--- config.mk ---
export PLATFORM = sky130hd
export DESIGN_NAME = alu_mc
export DESIGN_NICKNAME = d
export VERILOG_FILES = /design/src/rtl/alu_mc.sv
export SDC_FILE = /design/constraint.sdc
export NUM_CORES = 1
export LEC_CHECK = 0
export ABC_AREA = 1
export BUFFER_PORTS_ARGS = -buffer_cell sky130_fd_sc_hd__buf_2
export CAP_MARGIN = 20
export CORE_MARGIN = 3
export CORE_UTILIZATION = 56
export CTS_CLUSTER_DIAMETER = 120
export CTS_CLUSTER_SIZE = 24
export DETAILED_ROUTE_END_ITERATION = 10
export PLACE_DENSITY_LB_ADDON = 0.25
export SYNTH_ARGS = -nofsm -noshare
export SYNTH_HDL_FRONTEND = slang
export SYNTH_SLANG_ARGS = --single-unit
--- constraint.sdc ---
create_clock -name clk_i -period 2.2 [get_ports clk_i]
set_input_delay 0 -clock clk_i [delete_from_list [all_inputs] [get_ports clk_i]]
set_output_delay 0 -clock clk_i [all_outputs]
set_load 0.02 [all_outputs]
--- src/rtl/alu_mc.sv ---
// alu_mc: multi-cycle ALU (1-cycle logic/arith, WIDTH-cycle shift-add MUL); valid_i/ready_o request in, valid_o/ready_i result out, result_o/zero_o/overflow_o registered result flags
module alu_mc #(
  parameter int WIDTH  = 32,
  parameter int CTRL_W = 4
) (
  input  logic              clk_i,
  input  logic              rst_i,
  input  logic              valid_i,
  output logic              ready_o,
  input  logic [WIDTH-1:0]  src1_i,
  input  logic [WIDTH-1:0]  src2_i,
  input  logic [CTRL_W-1:0] ctrl_i,
  output logic              valid_o,
  input  logic              ready_i,
  output logic [WIDTH-1:0]  result_o,
  output logic              zero_o,
  output logic              overflow_o
);
  localparam int CW = $clog2(WIDTH);
  localparam logic [CTRL_W-1:0] OP_AND  = CTRL_W'(4'b0000);
  localparam logic [CTRL_W-1:0] OP_OR   = CTRL_W'(4'b0001);
  localparam logic [CTRL_W-1:0] OP_ADD  = CTRL_W'(4'b0010);
  localparam logic [CTRL_W-1:0] OP_MUL  = CTRL_W'(4'b0011);
  localparam logic [CTRL_W-1:0] OP_SUB  = CTRL_W'(4'b0110);
  localparam logic [CTRL_W-1:0] OP_SLT  = CTRL_W'(4'b0111);
  localparam logic [CTRL_W-1:0] OP_SLTU = CTRL_W'(4'b1000);
  localparam logic [CTRL_W-1:0] OP_NOR  = CTRL_W'(4'b1100);
  typedef enum logic [1:0] {IDLE, MUL, DONE} state_t;
  state_t state;
  logic [WIDTH-1:0] mcand, mplier, acc, acc_nxt, sum, diff, alu_res;
  logic [CW-1:0] cnt;
  logic add_ov, sub_ov, alu_ov, accept;
  always_comb begin
    sum     = src1_i + src2_i;
    diff    = src1_i - src2_i;
    add_ov  = (src1_i[WIDTH-1] == src2_i[WIDTH-1]) && (sum[WIDTH-1] != src1_i[WIDTH-1]);
    sub_ov  = (src1_i[WIDTH-1] != src2_i[WIDTH-1]) && (diff[WIDTH-1] != src1_i[WIDTH-1]);
    alu_ov  = ctrl_i == OP_ADD ? add_ov : ctrl_i == OP_SUB ? sub_ov : 1'b0;
    alu_res = ctrl_i == OP_AND  ? src1_i & src2_i :
              ctrl_i == OP_OR   ? src1_i | src2_i :
              ctrl_i == OP_ADD  ? sum :
              ctrl_i == OP_SUB  ? diff :
              ctrl_i == OP_SLT  ? WIDTH'($signed(src1_i) < $signed(src2_i)) :
              ctrl_i == OP_SLTU ? WIDTH'(src1_i < src2_i) :
              ctrl_i == OP_NOR  ? ~(src1_i | src2_i) : '0;
    ready_o = state == IDLE && !rst_i;
    accept  = valid_i && ready_o;
    acc_nxt = mplier[0] ? acc + mcand : acc;
    zero_o  = result_o == '0;
  end
  always_ff @(posedge clk_i) begin
    if (rst_i) begin
      state      <= IDLE;
      result_o   <= '0;
      overflow_o <= 1'b0;
      valid_o    <= 1'b0;
      mcand      <= '0;
      mplier     <= '0;
      acc        <= '0;
      cnt        <= '0;
    end else begin
      case (state)
        IDLE: if (accept) begin
          if (ctrl_i == OP_MUL) begin
            mcand  <= src1_i;
            mplier <= src2_i;
            acc    <= '0;
            cnt    <= '0;
            state  <= MUL;
          end else begin
            result_o   <= alu_res;
            overflow_o <= alu_ov;
            valid_o    <= 1'b1;
            state      <= DONE;
          end
        end
        MUL: begin
          acc    <= acc_nxt;
          mcand  <= mcand << 1;
          mplier <= mplier >> 1;
          cnt    <= cnt + 1'b1;
          if (cnt == CW'(WIDTH - 1)) begin
            result_o   <= acc_nxt;
            overflow_o <= 1'b0;
            valid_o    <= 1'b1;
            state      <= DONE;
          end
        end
        DONE: if (ready_i) begin
          valid_o <= 1'b0;
          state   <= IDLE;
        end
        default: state <= IDLE;
      endcase
    end
  end
endmodule

==> results.json, run 1 <==
{
  "yosys_warnings": 0,
  "dp_hpwl_mm": 46.1,
  "htree_levels": 4,
  "synthesis.nets": 2550,
  "dieHeight_um": 163,
  "synth-seq-area-share": 0.200,
  "gp_congestion": 1.04,
  "rows": 56,
  "synthesis.instances": 2346,
  "synth_top_cell_area_share": 0.200,
  "grt_max_degree": 103,
  "cts-root-buf": "clkbuf_16",
  "die_w_um": 163,
  "clk_path_buf_depth": 2,
  "ioPinCount": 108,
  "stop_stage": "5_1_grt",
  "worst_endpoint_kind": "sequential cell input",
  "synth-seq-cells": 137,
  "start_util": 0.577,
  "grt_usage": 0.788,
  "cts_buffers": 17,
  "portBuffers": 107,
  "overflow": 93,
  "worst_endpoint": "result_o[28]$_SDFFE_PP0P_/D",
  "synth_area_um2": 13700,
  "dpl_worst_slack_ns": -0.259,
  "synth_area_leaders": "dfxtp_1 (20%), nand2_1 (19%), ha_1 (12%)",
  "avgSynthCellArea_um2": 5.86,
  "clock_sinks": 137,
  "yosysTopAreaCell": "dfxtp_1",
  "ys_types": 44,
  "stop_error": "[ERROR GRT-0232] Routing congestion too high. Check the congestion heatmap in the GUI.",
  "status": "did not finish",
  "placed_area_um2": 17200
}
==> per-stage QoR <==
stage,cells,util
after floorplan,2346,-
after global placement,3057,0.724
after detailed placement,3057,0.724
after CTS,3127,0.783
==> kinds of logic after synthesis <==
| logic type | synth area share |
|---|---|
| flip-flops | 0.200 |
| adder cells (fa/ha/maj) | 0.122 |
| buffers and inverters | 0.115 |
| XOR/XNOR | 0.0191 |
| AND/OR/NAND/NOR | 0.348 |
| AO/OA/AOI/OAI | 0.197 |
==> layer usage <==
metal,track usage,GRT overflow
met5,0.464,2
met4,0.751,34
met3,0.684,5
met2,0.897,43
met1,0.805,9
==> synth_stat cells <==
cell         n
a21boi_1     1
o31ai_1      1
or2_0        1
nor4_1      14
buf_4        1
o41ai_1      1
nor2_4       1
buf_2       35
fa_1         3
and3_1       2
o21ai_0    119
a31oi_1     42
a221oi_1     2
a21oi_1    218
nor2_1     228
a21o_1       8
clkbuf_2     4
xnor2_1      6
o211ai_1    10
nor3_2       1
nor2_2       3
o221ai_1     9
inv_2        5
a22oi_1     20
a21boi_0     4
inv_1      310
xor2_1      24
dfxtp_1    137
nand3b_1     1
o2111ai_1    4
a22o_1       1
clkbuf_1    47
buf_1        5
ha_1       129
o21bai_1    27
o21ai_1     10
or2_2       20
nor3_1      27
o21a_1       3
or2_1        1
nand2_1    679
nand3_1    144
nand4_1     36
and2_1       2
==> timing repair <==
| item | in CTS |
|---|---|
| buffers inserted | 18 |
| pin swaps | 27 |
| gates resized for setup | 105 |
| setup endpoints to repair | 52 |
| cloned | 2 |
| hold buffers | 19 |
| hold endpoints to repair | 19 |
==> inputs of run 2 (changes only) <==
--- a/config.mk
+++ b/config.mk
@@ -9,11 +9,9 @@
 export BUFFER_PORTS_ARGS = -buffer_cell sky130_fd_sc_hd__buf_2
 export CAP_MARGIN = 20
 export CORE_MARGIN = 3
-export CORE_UTILIZATION = 56
-export CTS_CLUSTER_DIAMETER = 120
-export CTS_CLUSTER_SIZE = 24
+export CORE_UTILIZATION = 40
 export DETAILED_ROUTE_END_ITERATION = 10
-export PLACE_DENSITY_LB_ADDON = 0.25
+export PLACE_DENSITY_LB_ADDON = 0.15
 export SYNTH_ARGS = -nofsm -noshare
 export SYNTH_HDL_FRONTEND = slang
 export SYNTH_SLANG_ARGS = --single-unit
==> constraint.sdc (replaced) <==
create_clock -name clk_i -period 2.86 [get_ports clk_i]
set_input_delay 0 -clock clk_i [delete_from_list [all_inputs] [get_ports clk_i]]
set_output_delay 0 -clock clk_i [all_outputs]
set_load 0.02 [all_outputs]
==> run 2 against run 1 <==
Compared with the run above:
- the flow now finishes without violations
- synthesized area unchanged
- synthesized cell count did not move
==> results.json, run 2 <==
{
  "final_common_cell": "nand2_1",
  "dieArea_um2": 36600,
  "worstPathRequired_ns": 3.21,
  "finalCritPeriodShare": 0.945,
  "path_clk_slew_ns": 0.07,
  "r2r_cells": 14,
  "finalMaxSlewViolations": 0,
  "portBuffers": 107,
  "worst_hold_path_type": "in -> reg",
  "cp-start-kind": "input port",
  "synth_top_cell_area_share": 0.200,
  "vias": 16200,
  "drv_cap": 0,
  "htree_levels": 4,
  "grt_max_degree": 123,
  "overflow": 0,
  "dpl_worst_slack_ns": 0.118,
  "synth-seq-cells": 137,
  "drc": 0,
  "seqPwrFrac": 0.329,
  "finalHoldViolCount": 0,
  "drtPass1Iterations": 6,
  "synthArstFlopShare": 0,
  "yosysTopAreaCell": "dfxtp_1",
  "cts_tree": "done",
  "rsz0062_at_grt": "no",
  "antenna_found_initial": 1,
  "dieHeight_um": 191,
  "core-area_um2": 33700,
  "cellLeakagePower_nw": 7.56,
  "rows": 67,
  "min_period_ns": 2.70,
  "routed_wl_mm": 58.8,
  "critical_path_class": "in -> reg",
  "worstHoldPathCells": 4,
  "drive_gt1_frac": 0.0969,
  "p_comb_frac": 0.305,
  "finish.net_count": 2700,
  "synth_area_um2": 13700,
  "avgSynthCellArea_um2": 5.86,
  "p_sw_frac": 0.380,
  "setup_ws_ns": 0.157,
  "grt_pass1_vias": 15000,
  "synthesis.nets": 2550,
  "power_density_nw_per_um2": 382,
  "synth_area_leaders": "dfxtp_1 (20%), nand2_1 (19%), ha_1 (12%)",
  "wl_per_cell_um": 19.9,
  "synthesis.instances": 2346,
  "peakVddDrop_mv": 0.461,
  "insertion_delay_ns": 0.45,
  "clk_path_buf_depth": 2,
  "synth_commonest_cells": "nand2_1 (679), inv_1 (310), nor2_1 (228)",
  "finalInstanceArea_um2": 16200,
  "p_int_mw": 3.83,
  "p_total_mw": 6.18,
  "critPathCaptureType": "flop",
  "clkPwrFrac": 0.366,
  "synth_edf_count": 0,
  "ioPinCount": 108,
  "tightest_slew_ns": 0.935,
  "viasPerCell": 5.48,
  "cp_max_fo": 8,
  "die_w_um": 191,
  "status": "completed",
  "gp_congestion": 0.986,
  "yosys_warnings": 0,
  "power_switching_mw": 2.35,
  "grt_usage": 0.316,
  "fmax_mhz": 370,
  "cts_buffers": 17,
  "placed_area_um2": 14900,
  "maxSlewHeadroom": 0.377,
  "area_delta_synth_final_pct": 17.8,
  "final_cell_mix": "nand2_1 (677), inv_1 (310), nor2_1 (225)",
  "post-route-util": 0.480,
  "synth_flop_cell": "dfxtp_1",
  "start_util": 0.408,
  "synthMostInstantiatedCell": "nand2_1",
  "tns_ns": 0,
  "antenna_left": 0,
  "cts-root-buf": "clkbuf_16",
  "grt_pass1_wl_mm": 88.1,
  "clock_sinks": 137,
  "fin_worst_skew_ns": 0.0108,
  "drtIter0Drc": 1442,
  "synth-seq-area-share": 0.200,
  "cp.arrival_ns": 3.05,
  "setup_viol": 0,
  "ys_types": 44,
  "dp_hpwl_mm": 46.0
}
-- run 2: stage by stage --
| step | instances | hold slack [ns] |
|---|---|---|
| finish | 2958 | 0.0384 |
| global route | 2958 | 0.0405 |
| CTS | 2951 | 0.0166 |
| detailed placement | 2856 | 0.296 |
| global placement | 2856 | 0.286 |
| floorplan | 2346 | 0.144 |
-- run 2: power groups by stage --
stage | Combinational, mW | Clock, mW | Sequential [mW]
5_1_grt | 2.05 | 2.36 | 2.04
3_3_place_gp | 1.73 | 0 | 2.08
4_1_cts | 1.81 | 2.29 | 2.03
2_1_floorplan | 1.02 | 0 | 2.11
6_report | 1.88 | 2.26 | 2.04
3_5_place_dp | 1.73 | 0 | 2.08
-- run 2: cells by family after synthesis --
| logic type | share of synthesized area |
|---|---|
| and+or+nand+nor | 0.348 |
| AOI/OAI and AO/OA | 0.197 |
| buffers and inverters | 0.115 |
| DFF | 0.200 |
| adders and majority gates | 0.122 |
| xor gates and xnor gates | 0.0191 |
-- run 2: cell type report --
cell class                 instances  area, µm²
fill                            3628      17500
multi-input combinational       1802       9500
sequential                       137       2740
timing repair buffer             223       1620
inverter                         315       1180
tap                              448        561
clock buffer                      17        425
clock inverter                    15        161
antenna                            1       2.50
-- run 2: worst max-delay path, stage by stage --
cell and delay [ns]:
dlygate4sd3_1 0.53, buf_2 0.15, inv_1 0.07, ha_1 0.44, inv_1 0.10, a21oi_1 0.26, o21ai_0 0.20, buf_4 0.17
a21oi_1 0.11, nand2_1 0.18, nand3_1 0.25, nand2_1 0.10, nand2_1 0.07, nand3_1 0.06, nand2_1 0.06, nand2_1 0.05
nand2_1 0.09, nand3_1 0.07, nand2_1 0.06, inv_1 0.03
-- run 2: final timing paths --
path | from | to | slack [ns]
max | src2_i[10] | result_o[31]$_SDFFE_PP0P_ | 0.16
min | src1_i[24] | mcand[24]$_SDFFE_PP0P_ | 0.04
max reg2reg | mcand[4]$_SDFFE_PP0P_ | result_o[17]$_SDFFE_PP0P_ | 0.28
min reg2reg | mplier[9]$_SDFFE_PP0P_ | mplier[9]$_SDFFE_PP0P_ | 0.46
-- run 2: layer usage --
layer,up-vias,part of all wire,global-route usage
li1,7952,-,-
met1,7544,0.46,0.443
met2,613,0.45,0.507
met3,103,0.069,0.0416
met4,0,0.028,0.0906
met5,-,0,0
-- run 2: timing repair --
| action | in CTS | in global routing |
|---|---|---|
| hold endpoints to repair | 65 | 0 |
| gates resized for setup | 0 | 23 |
| setup buffers | 0 | 6 |
| hold buffers | 63 | 0 |
| endpoints found under the setup margin | 0 | 13 |
Power figures use the tool's default switching activity.
==> inputs of run 3 (changes only) <==
==> constraint.sdc (replaced) <==
create_clock -name clk_i -period 3.2 [get_ports clk_i]
set_input_delay 0 -clock clk_i [delete_from_list [all_inputs] [get_ports clk_i]]
set_output_delay 0 -clock clk_i [all_outputs]
set_load 0.02 [all_outputs]
==> run 3 against run 2 <==
Compared with the run above:
- highest routed layer unchanged
- clock power down 9.3%
- flip-flop and latch count unchanged
- sequential share of layout area up 0.33 points
- routed wire length down 3.3%
- clock skew up 0.0045 ns
- critical path type unchanged
- largest cell class unchanged
==> results.json, run 3 (synthesis gave the netlist of run 2 again) <==
{
  "ioPinCount": 108,
  "post_cts_buffers": 0,
  "start_util": 0.408,
  "instances_no_fill": 2926,
  "dieHeight_um": 191,
  "vias": 16300,
  "area_delta_synth_final_pct": 15.5,
  "clkPwrFrac": 0.375,
  "crit_slowest_cell": "dlygate4sd3_1",
  "whs_ns": 0.0141,
  "gp_congestion": 1.01,
  "cp_common_cell": "nand2_1",
  "dp_hpwl_mm": 44.1,
  "finalMaxSlewViolations": 0,
  "min_period_ns": 2.90,
  "final_cell_mix": "nand2_1 (679), inv_1 (310), nor2_1 (226)",
  "worst_hold_path_type": "in -> reg",
  "p_sw_frac": 0.367,
  "finish.net_count": 2669,
  "drtPass1Iterations": 6,
  "portBuffers": 107,
  "p_total_mw": 5.48,
  "path_clk_slew_ns": 0.07,
  "drive_gt1_frac": 0.0783,
  "viasPerCell": 5.57,
  "post-route-util": 0.471,
  "cp.arrival_ns": 3.18,
  "finalHoldViolCount": 0,
  "status": "completed",
  "die_w_um": 191,
  "drv_cap": 0,
  "grt_max_degree": 85,
  "critPathBufInv": 3,
  "peakVddDrop_mv": 0.264,
  "power_switching_mw": 2.01,
  "p_int_mw": 3.47,
  "worstHoldPathCells": 3,
  "routed_wl_mm": 56.9,
  "antenna_left": 0,
  "grt_pass1_vias": 15400,
  "finalCritPeriodShare": 0.907,
  "drtIter0Drc": 1612,
  "insertion_delay_ns": 0.44,
  "cellLeakagePower_nw": 7.41,
  "setup_viol": 0,
  "crit_family": "simple AND/OR/NAND/NOR gates",
  "overflow": 0,
  "crit_cells": 16,
  "dieArea_um2": 36600,
  "seqPwrFrac": 0.332,
  "clock_sinks": 137,
  "cp-start-kind": "input port",
  "cp_max_fo": 8,
  "drc": 0,
  "worstPathRequired_ns": 3.48,
  "tightest_slew_ns": 0.999,
  "placed_cells": 2832,
  "htree_levels": 4,
  "critical_path_class": "in -> reg",
  "fmax_mhz": 345,
  "rsz0062_at_grt": "no",
  "fin_worst_skew_ns": 0.0153,
  "cts_buffers": 17,
  "power_density_nw_per_um2": 345,
  "max_stage_delay_ns": 0.56,
  "core-area_um2": 33700,
  "critPathCaptureType": "flop",
  "p_comb_frac": 0.293,
  "clk_path_buf_depth": 2,
  "grt_usage": 0.307,
  "diodes": 0,
  "antenna_found_initial": 1,
  "cts-root-buf": "clkbuf_16",
  "r2r_cells": 14,
  "final_common_cell": "nand2_1",
  "crit_chain": "dlygate4sd3_1 -> buf_2 -> inv_1 -> ha_1 -> nand2_1 -> nor2_1 -> and2_1 -> nand2_1 -> nand2_1 -> nand2_1 -> nand2_1 -> xor2_1 -> nand2_1 -> nand3_1 -> o21ai_0 -> a21oi_1",
  "maxSlewHeadroom": 0.334,
  "tns_ns": 0,
  "rows": 67,
  "wl_per_cell_um": 19.4,
  "cts_tree": "done",
  "grt_pass1_wl_mm": 87.0
}
## run 3: cell count changes in the layout (fill, tap and decap cells not counted), moves of 4 or more
cell | before | now
buf_4 | 50 | 22
ha_1 | 120 | 129
ha_2 | 9 | 0
o21ai_0 | 114 | 118
## run 3: stage by stage
step	worst slack, ns	instance area, µm²
floorplan	0.945	13700
global placement	0.455	14700
detailed placement	0.397	14700
CTS	0.335	15900
global route	0.0238	15900
finish	0.297	15900
## run 3: layout make-up
| cell class | count | area (µm²) |
|---|---|---|
| clock buffers | 20 | 457 |
| multi-input cells | 1802 | 9440 |
| repair buffers | 192 | 1360 |
| clock inverters | 12 | 136 |
| fillers | 3649 | 17800 |
| inverters | 315 | 1180 |
| flip-flops and latches | 137 | 2740 |
| well taps | 448 | 561 |
## run 3: final timing paths
check | from | end | slack, ns
min | src1_i[9] | mcand[9]$_SDFFE_PP0P_ | 0.01
min reg2reg | mplier[9]$_SDFFE_PP0P_ | mplier[9]$_SDFFE_PP0P_ | 0.47
max | src2_i[11] | result_o[17]$_SDFFE_PP0P_ | 0.30
max reg2reg | mcand[0]$_SDFFE_PP0P_ | result_o[24]$_SDFFE_PP0P_ | 0.41
## run 3: metal layers
layer  wire (µm)  global-route usage
met1       25500               0.421
met3        3900              0.0339
met4        1970               0.106
met2       25600               0.501
met5           0                   0
## run 3: repair_timing
item | in CTS | in global routing
setup endpoints to repair | 0 | 1
hold buffers | 62 | 0
gates resized for setup | 0 | 1
hold endpoints to repair | 62 | 0
## run 3: power by group through the flow
stage                     registers [mW]  clock network [mW]  logic [mW]
after floorplan                     1.89                   0       0.915
after CTS                           1.82                2.07        1.57
final                               1.82                2.05        1.61
after global placement              1.86                   0        1.50
after detailed placement            1.86                   0        1.50
after global routing                1.82                2.13        1.76
## run 3: worst min-delay path, stage by stage
cell     delay [ns]
buf_2          0.13
nand2_1        0.16
a31oi_1        0.10
==> inputs of run 4 (changes only) <==
--- a/config.mk
+++ b/config.mk
@@ -8,8 +8,8 @@
 export ABC_AREA = 1
 export BUFFER_PORTS_ARGS = -buffer_cell sky130_fd_sc_hd__buf_2
 export CAP_MARGIN = 20
-export CORE_MARGIN = 3
-export CORE_UTILIZATION = 40
+export CORE_MARGIN = 2
+export CORE_UTILIZATION = 55
 export DETAILED_ROUTE_END_ITERATION = 10
 export PLACE_DENSITY_LB_ADDON = 0.15
 export SYNTH_ARGS = -nofsm -noshare
==> run 4 against run 3 <==
Compared with the run above:
- combinational power hardly changed
- total power is 1.9% higher
- flip-flop and latch count stayed put
- sequential share of layout area is 0.092 points higher
- setup slack better by 0.052 ns
- maximum frequency is 1.8% higher
- design area is 0.57% lower
- utilization is 17 points higher
- register-to-register slack better by 0.05 ns
- count of clock-buffer cells in the layout is 3 lower
==> results.json, run 4 (synthesis gave the netlist of run 2 again) <==
{
  "hold_start": "src1_i[14]",
  "start_util": 0.562,
  "area_delta_synth_final_pct": 14.9,
  "drtPass1Iterations": 6,
  "fin_worst_skew_ns": 0.0153,
  "htree_levels": 4,
  "gp_congestion": 1.04,
  "grt_usage": 0.414,
  "fmax_mhz": 351,
  "critPathBufInv": 4,
  "wl_met1_mm": 22.5,
  "worstHoldPathCells": 3,
  "finalInstanceArea_um2": 15800,
  "drtIter0Drc": 2015,
  "cts-root-buf": "clkbuf_16",
  "drc": 0,
  "ff2ff_setup_slack_ns": 0.46,
  "antenna_left": 0,
  "post_cts_buffers": 0,
  "status": "completed",
  "crit_cells": 15,
  "tightest_slew_ns": 0.946,
  "r2r_cells": 13,
  "dieArea_um2": 26300,
  "r2r-start": "mcand[11]$_SDFFE_PP0P_",
  "peakVddDrop_mv": 0.363,
  "tns_ns": 0,
  "p_total_mw": 5.59,
  "cp.arrival_ns": 3.14,
  "dp_hpwl_mm": 42.3,
  "placed_area_um2": 14500,
  "overflow": 0,
  "insertion_delay_ns": 0.44,
  "clock_sinks": 137,
  "post-route-util": 0.645,
  "finalMaxSlewViolations": 0,
  "r2r-end": "result_o[29]$_SDFFE_PP0P_",
  "drive_gt1_frac": 0.0786,
  "antenna_found_initial": 3,
  "cp_max_fo": 4,
  "cp-start-kind": "input port",
  "instances_no_fill": 2807,
  "finalHoldViolCount": 0,
  "critical_path_class": "in -> reg",
  "clk_path_buf_depth": 2,
  "dieHeight_um": 162,
  "met3_length_mm": 5.70,
  "ioPinCount": 108,
  "cellLeakagePower_nw": 7.45,
  "grt_pass1_vias": 15200,
  "crit_chain": "dlygate4sd3_1 -> buf_2 -> inv_1 -> ha_1 -> fa_1 -> inv_1 -> a21oi_1 -> o21ai_0 -> nand2_1 -> nand3_1 -> nand2_1 -> nand3_1 -> nand4_1 -> o21ai_0 -> a21oi_1",
  "cts_buffers": 17,
  "drv_cap": 0,
  "met2WireLength_mm": 23.7,
  "grt_max_degree": 94,
  "die_w_um": 162,
  "holdPathEnd": "mcand[14]$_SDFFE_PP0P_",
  "crit_slowest_cell": "o21ai_0",
  "setup_viol": 0,
  "portBuffers": 107,
  "wl_per_cell_um": 19.6,
  "cts_resized": 0,
  "core-area_um2": 24500,
  "critPathCaptureType": "flop",
  "top_layer": "met5",
  "finish.net_count": 2672,
  "rows": 57,
  "path_clk_slew_ns": 0.07,
  "min_period_ns": 2.85,
  "maxSlewHeadroom": 0.370,
  "worstPathRequired_ns": 3.48,
  "worst_hold_path_type": "in -> reg",
  "routed_wl_mm": 55.0,
  "placed_cells": 2709,
  "final_cell_mix": "nand2_1 (679), inv_1 (310), nor2_1 (226)",
  "power_density_nw_per_um2": 354,
  "final_common_cell": "nand2_1",
  "finalCritPeriodShare": 0.891,
  "grt_pass1_wl_mm": 84.2,
  "cts_tree": "done",
  "vias": 16400,
  "rsz0062_at_grt": "no",
  "max_stage_delay_ns": 0.55,
  "crit_family": "compound AO/OA/AOI/OAI gates",
  "viasPerCell": 5.86
}
[run 4: report_power, final]
group	switching [mW]	internal [mW]	leakage, nW
Combinational	1.09	0.511	6.03
Clock	0.971	1.20	0.304
Sequential	0.0603	1.76	1.11
[run 4: worst max path at each step]
stage,slack [ns],to,from
2_1_floorplan,0.94,result_o[8]$_SDFFE_PP0P_,mcand[0]$_SDFFE_PP0P_
3_3_place_gp,0.57,result_o[24]$_SDFFE_PP0P_,src1_i[0]
3_5_place_dp,0.56,result_o[16]$_SDFFE_PP0P_,src1_i[0]
4_1_cts,0.46,result_o[16]$_SDFFE_PP0P_,src1_i[0]
5_1_grt,0.17,result_o[24]$_SDFFE_PP0P_,src1_i[0]
6_report,0.35,result_o[24]$_SDFFE_PP0P_,src1_i[0]
[run 4: final cells by class]
| cell class | count | area [µm²] |
|---|---|---|
| Clock buffer | 17 | 425 |
| Tap cell | 324 | 405 |
| Fill cell | 2368 | 8670 |
| Multi-Input combinational cell | 1802 | 9440 |
| Antenna cell | 2 | 5.00 |
| Inverter | 315 | 1180 |
| Sequential cell | 137 | 2740 |
| Clock inverter | 15 | 200 |
| Timing Repair Buffer | 195 | 1380 |
[run 4: metal layers]
layer / global-route usage / vias to the layer above
met3: 0.0919 / 157
met4: 0.218 / 2
met2: 0.654 / 987
met5: 0 / -
met1: 0.528 / 7417
li1: - / 7881
[run 4: worst reg2reg max path: cells and delay by family (launching register included)]
kind / cells / cell delay [ns]
simple gates: 10 / 1.39
compound gates: 1 / 0.50
fa+ha+maj: 1 / 0.37
flops: 1 / 0.36
buf+inv: 1 / 0.07
[run 4: timing repair]
action	4_1_cts	5_1_grt
endpoints found under the hold margin	64	0
endpoints found under the setup margin	0	0
hold buffers	64	0
[run 4: stage by stage]
stage | hold slack [ns] | setup WS, ns
4_1_cts | 0.00121 | 0.463
2_1_floorplan | 0.144 | 0.945
6_report | 0.00948 | 0.349
3_5_place_dp | 0.262 | 0.560
3_3_place_gp | 0.253 | 0.570
5_1_grt | 0.0151 | 0.166
